## src/rtl/fll_cfg_pkg.sv

```systemverilog
// fll_cfg_pkg: shared state encoding, register offsets and STATUS bit positions for the FLL config master
package fll_cfg_pkg;
   typedef enum logic [2:0] {ST_IDLE, ST_REQ, ST_REL, ST_DONE, ST_ERR} fll_cfg_state_e;
   localparam logic [11:0] FLL_REG0_OFS   = 12'h000;
   localparam logic [11:0] FLL_REG1_OFS   = 12'h004;
   localparam logic [11:0] FLL_REG2_OFS   = 12'h008;
   localparam logic [11:0] FLL_REG3_OFS   = 12'h00C;
   localparam logic [11:0] FLL_STATUS_OFS = 12'h010;
   localparam int STATUS_LOCK_BIT    = 0;
   localparam int STATUS_BUSY_BIT    = 1;
   localparam int STATUS_TIMEOUT_BIT = 2;
endpackage

```

## src/rtl/fll_cfg_sync.sv

```systemverilog
// fll_cfg_sync: two-flop synchronizer, asynchronous active-high reset to 0
module fll_cfg_sync #(
   parameter int WIDTH = 1
) (
   input  logic             clk_i,
   input  logic             rst_i,
   input  logic [WIDTH-1:0] d_i,
   output logic [WIDTH-1:0] q_o
);
   logic [WIDTH-1:0] r_meta, r_sync;
   always_ff @(posedge clk_i or posedge rst_i) begin
      if (rst_i) begin
         r_meta <= '0;
         r_sync <= '0;
      end else begin
         r_meta <= d_i;
         r_sync <= r_meta;
      end
   end
   assign q_o = r_sync;
endmodule

```

## src/rtl/apb_fll_cfg_master.sv

```systemverilog
// apb_fll_cfg_master: APB slave that turns register accesses into four-phase req/ack FLL config transactions
module apb_fll_cfg_master
   import fll_cfg_pkg::*;
#(
   parameter bit SYNC_ACK       = 1'b1,
   parameter int TIMEOUT_CYCLES = 1024
) (
   input  logic        clk_i,
   input  logic        rst_i,
   input  logic [11:0] paddr_i,
   input  logic [31:0] pwdata_i,
   input  logic        pwrite_i,
   input  logic        psel_i,
   input  logic        penable_i,
   output logic [31:0] prdata_o,
   output logic        pready_o,
   output logic        pslverr_o,
   output logic        fll_req_o,
   output logic        fll_wrn_o,
   output logic [1:0]  fll_add_o,
   output logic [31:0] fll_data_o,
   input  logic        fll_ack_i,
   input  logic [31:0] fll_r_data_i,
   input  logic        fll_lock_i
);
   localparam int CW = $clog2(TIMEOUT_CYCLES);
   localparam logic [CW-1:0] CNT_LAST = CW'(TIMEOUT_CYCLES - 1);

   fll_cfg_state_e r_state, w_next;
   logic [CW-1:0] r_cnt;
   logic [31:0]   r_rdata, w_status;
   logic          r_timeout;
   logic          w_ack_s, w_lock_s, w_fll_sel, w_status_sel, w_bad_sel, w_idle_acc, w_cnt_last, w_clr_timeout;

   fll_cfg_sync #(.WIDTH(1)) u_lock_sync (.clk_i(clk_i), .rst_i(rst_i), .d_i(fll_lock_i), .q_o(w_lock_s));

   generate
      if (SYNC_ACK) begin : g_ack_sync
         fll_cfg_sync #(.WIDTH(1)) u_ack_sync (.clk_i(clk_i), .rst_i(rst_i), .d_i(fll_ack_i), .q_o(w_ack_s));
      end else begin : g_ack_raw
         assign w_ack_s = fll_ack_i;
      end
   endgenerate

   assign w_fll_sel     = paddr_i inside {FLL_REG0_OFS, FLL_REG1_OFS, FLL_REG2_OFS, FLL_REG3_OFS};
   assign w_status_sel  = paddr_i == FLL_STATUS_OFS;
   assign w_bad_sel     = !w_fll_sel && !w_status_sel;
   assign w_idle_acc    = r_state == ST_IDLE && psel_i && penable_i;
   assign w_cnt_last    = r_cnt == CNT_LAST;
   assign w_clr_timeout = w_idle_acc && w_status_sel && pwrite_i && pwdata_i[STATUS_TIMEOUT_BIT];

   always_comb begin
      w_status                     = '0;
      w_status[STATUS_LOCK_BIT]    = w_lock_s;
      w_status[STATUS_BUSY_BIT]    = r_state != ST_IDLE;
      w_status[STATUS_TIMEOUT_BIT] = r_timeout;
   end

   // each handshake phase waits for its ack level, bounded by the shared counter
   always_comb begin
      w_next = r_state;
      case (r_state)
         ST_IDLE: w_next = (w_idle_acc && w_fll_sel && !w_ack_s) ? ST_REQ : ST_IDLE;
         ST_REQ:  w_next = w_ack_s ? ST_REL : w_cnt_last ? ST_ERR : ST_REQ;
         ST_REL:  w_next = !w_ack_s ? ST_DONE : w_cnt_last ? ST_ERR : ST_REL;
         default: w_next = ST_IDLE;
      endcase
   end

   assign pready_o  = r_state == ST_DONE || r_state == ST_ERR || (w_idle_acc && !w_fll_sel);
   assign pslverr_o = r_state == ST_ERR || (w_idle_acc && w_bad_sel);
   assign prdata_o  = (r_state == ST_DONE && fll_wrn_o) ? r_rdata :
                      (w_idle_acc && w_status_sel) ? w_status : '0;

   always_ff @(posedge clk_i or posedge rst_i) begin
      if (rst_i) begin
         r_state    <= ST_IDLE;
         r_cnt      <= '0;
         r_rdata    <= '0;
         r_timeout  <= 1'b0;
         fll_req_o  <= 1'b0;
         fll_wrn_o  <= 1'b1;
         fll_add_o  <= '0;
         fll_data_o <= '0;
      end else begin
         r_state   <= w_next;
         r_cnt     <= (w_next == r_state) ? r_cnt + 1'b1 : '0;
         fll_req_o <= w_next == ST_REQ;
         r_timeout <= r_state == ST_ERR || (r_timeout && !w_clr_timeout);
         if (r_state == ST_IDLE && w_next == ST_REQ) begin
            fll_add_o  <= paddr_i[3:2];
            fll_wrn_o  <= !pwrite_i;
            fll_data_o <= pwdata_i;
         end
         if (r_state == ST_REQ && w_ack_s && fll_wrn_o)
            r_rdata <= fll_r_data_i;
      end
   end
endmodule

```

## config.mk

```make
export PLATFORM = sky130hd
export DESIGN_NAME = apb_fll_cfg_master
export DESIGN_NICKNAME = d
export VERILOG_FILES = /design/src/rtl/fll_cfg_pkg.sv /design/src/rtl/fll_cfg_sync.sv /design/src/rtl/apb_fll_cfg_master.sv
export SDC_FILE = /design/constraint.sdc
export NUM_CORES = 1
export LEC_CHECK = 0
export BUFFER_PORTS_ARGS = -buffer_cell sky130_fd_sc_hd__buf_2
export CORE_ASPECT_RATIO = 1.1
export CORE_MARGIN = 2
export CORE_UTILIZATION = 43
export CTS_CLUSTER_SIZE = 40
export DETAILED_ROUTE_END_ITERATION = 7
export PLACE_DENSITY = 0.74
export SYNTH_ARGS = -nofsm -noshare
export SYNTH_HDL_FRONTEND = slang
export SYNTH_HIERARCHICAL = 1
export SYNTH_SLANG_ARGS = --single-unit
```

## constraint.sdc

```tcl
create_clock -name clk_i -period 2.38 [get_ports clk_i]
set_input_delay 0.357 -clock clk_i [delete_from_list [all_inputs] [get_ports clk_i]]
set_output_delay 0.357 -clock clk_i [all_outputs]
set_load 0.05 [all_outputs]
```

==> impl_metrics.ini <==
[setup_path]
reg2reg_to = fll_data_o[9]$_DFFE_PP0P_
ff2ff_path_depth = 5
r2r_slack_ns = 0.40
crit_end = prdata_o[23]
end_kind = output pin
cp-start-kind = flop
crit_arrival_ns = 1.89
crit_path_max_fanout = 32
crit_path_max_incr_delay_ns = 0.56
worstPathCellList = nand2_1, nor3b_2, buf_6, and2_1, buf_2
crit_required_ns = 2.02
startpoint = fll_wrn_o$_DFFE_PP1P_
r2r-start = g_ack_sync.u_ack_sync/q_o$_DFF_PP0_
worstSetupPathType = reg2out
crit_path_top_delay_cell = dfstp_2

[finish]
antennaDiodeCount = 0
multi_input_area_um2 = 1436
drive_gt1_frac = 0.5753
syn2layout_area_growth_pct = 32.68
final_util = 0.5836
seqCellArea_um2 = 2153
nFillCells = 719
nets = 517

[cts]
cts_setup_buffers = 0
cts_root_buf = clkbuf_8
clock_latency_ns = 0.35
clockBufferDepth = 2
cts.sinks = 86
cts-htree-levels = 3
cts_tree = done
cts-buffers-inserted = 9
cts.clk_slew.worst_paths_ns = 0.09

[power]
p_seq_frac = 0.466
peakVddDrop_uv = 514.3
power.leakage_uw = 0.002570
clockPowerShare = 0.275
power_switching_uw = 1294
p_int_uw = 2896
power.total_uw = 4190
power_frac_comb = 0.259
p_per_area_nw_per_um2 = 862.9
p_sw_frac = 0.3088

[yosys]
synthTopCellsByArea = dfrtp_1 58%, mux2_2 20%, and2_1 5.1%
synth_seq_cells = 86
syn_area_per_cell_um2 = 13.50
synth-edff-count = 0
asyncSetResetFlopFracSynth = 1.000
synth_fp_nets = 355
synth_area_um2 = 3660
yosysTopAreaCellShare = 0.5812
yosysTopAreaCell = dfrtp_1
netlist-cell-type-count = 37
ys.flop_type = dfrtp_1
yosysSeqAreaShare = 0.5884
syn_inst = 271
yosys_warnings = 6

[sta]
fin_worst_skew_ns = 0.01272
tightestPinTransition_ns = 0.5758
post-route-period-util = 0.9445
clock.fmax_mhz = 444.9
finalMaxSlewViolations = 0
rsz0062_at_grt = false
setup_violations = 0
fin_tns_setup_ns = 0
finalCriticalPeriod_ns = 2.248
final_hold_viol_count = 0
slew_headroom = 0.6153

[route]
via_per_inst = 4.856
drt_first_iter_violations = 103
dr.pass1.iters = 4
ant_nets = 0
wire_per_inst_um = 13.98
drc_errors = 0
wl_um = 7675
vias = 2666

[hold_path]
hold_path_startpoint = fll_lock_i
holdCritPathClass = in2reg

[place]
gp_congestion = 0.7414
dpl.hpwl_um = 5740
numPortBuffers = 152

[grt]
antenna_found_initial = 0
grt_pass1_wl_um = 12450
grt_max_degree = 36
track_usage = 0.1694
grt.overflow.total = 0
first_global_vias = 2774

[floorplan]
die_x_um = 91.96
core_area_um2 = 8320
dieArea_um2 = 9266
rows = 35
top_level_ports = 153
fp.dieH_um = 100.8
initial_core_util = 0.4398

[run]
maxCapViolations = 0

[outcome]
status = complete, no violations
-- stage by stage --
step	hold WS, ns	setup slack (ns)	instance area, um^2	std cells
final	0.1108	0.1322	4856	549
after global routing	0.09155	0.002964	4856	549
after CTS	0.09317	0.05027	4847	549
after detailed placement	0.2465	0.3076	4603	532
after global placement	0.2447	0.3481	4603	532
after floorplan	0.09818	0.1450	3664	271
-- worst max-delay path: cells and delay by family (launching register included) --
| family | cells | cell delay (ns) |
|---|---|---|
| AND/OR/NAND/NOR | 3 | 0.47 |
| buffers and inverters | 2 | 0.49 |
| flip-flops | 1 | 0.56 |
-- routing by layer --
metal | up-vias | GRT usage | share of wire
met4 | 0 | 0.06429 | 0.018
met1 | 1291 | 0.1972 | 0.39
li1 | 1276 | - | -
met3 | 14 | 0.04936 | 0.058
met5 | - | 0 | 0
met2 | 85 | 0.2975 | 0.53
-- cell usage in the layout, fill, tap and decap left out, types with 3 or more instances in the layout --
cell type / Yosys / final
and2_1: 30 / 30
a21oi_1: 3 / 3
nand3_1: 6 / 6
nand2_1: 7 / 7
buf_4: 0 / 9
mux2_2: 66 / 66
nor2_1: 14 / 14
clkbuf_8: 0 / 9
buf_2: 5 / 150
inv_1: 4 / 3
nand4_1: 3 / 3
nor2b_1: 3 / 3
xor2_1: 7 / 7
nor3_1: 4 / 3
dfrtp_1: 85 / 85
and4_1: 3 / 3
-- how the worst min path moves through the flow --
stage,slack (ns),to,depth (start not counted)
3_5_place_dp,0.25,g_ack_sync.u_ack_sync/q_o$_DFF_PP0_,2
4_1_cts,0.09,u_lock_sync/r_meta$_DFF_PP0_,1
6_report,0.11,u_lock_sync/r_meta$_DFF_PP0_,1
2_1_floorplan,0.1,g_ack_sync.u_ack_sync/q_o$_DFF_PP0_,1
3_3_place_gp,0.24,u_lock_sync/r_meta$_DFF_PP0_,2
5_1_grt,0.09,u_lock_sync/r_meta$_DFF_PP0_,1
-- state kept, by name, summed over array words and instances, names as in the netlist --
register / flops
r_rdata: 32
r_state: 3
g_ack_sync.u_ack_sync/r_meta: 1
r_cnt: 10
fll_wrn_o: 1
g_ack_sync.u_ack_sync/q_o: 1
r_timeout: 1
fll_add_o: 2
u_lock_sync/r_meta: 1
fll_data_o: 32
u_lock_sync/q_o: 1
fll_req_o: 1
-- area by class of cell --
cell class,count,area share
Inverter,4,0.003865
Timing Repair Buffer,163,0.1811
Multi-Input combinational cell,169,0.2958
Clock inverter,7,0.02164
Tap cell,111,0.02860
Clock buffer,9,0.02551
Sequential cell,86,0.4434
-- cell families after synthesis --
family,after synthesis,synth area share
AO/OA/AOI/OAI,13,0.02735
XOR/XNOR,8,0.01915
flip-flops,86,0.5884
multiplexers,67,0.2058
buffers and inverters,16,0.02427
adder cells (fa/ha/maj),1,0.003418
AND/OR/NAND/NOR,80,0.1316
-- power groups by stage --
stage | registers, uW | clock network [uW] | logic, uW
floorplan | 1950 | 0 | 799
global placement | 1960 | 0 | 1050
detailed placement | 1980 | 0 | 1090
CTS | 1950 | 1200 | 1100
global route | 2000 | 1250 | 1180
finish | 1950 | 1150 | 1090
-- what timing repair did --
action,in CTS,in global routing
endpoints found under the setup margin,2,24
endpoints found under the hold margin,4,0
gates cloned,0,0
gates resized for setup,2,2
hold buffers,1,0
-- cells in the mapped netlist (all sizes together) (2+ instances only) --
cell    count
buf         8
inv         4
nor3        4
nor2b       3
nor3b       2
dfrtp      85
a21oi       3
nand4       3
nand3b      2
xor2        7
a22o        2
mux2       66
clkbuf      4
and4        3
and2       30
nand3       6
nor2       14
nand2       7
nor4        2
Power figures use the tool's default switching activity.
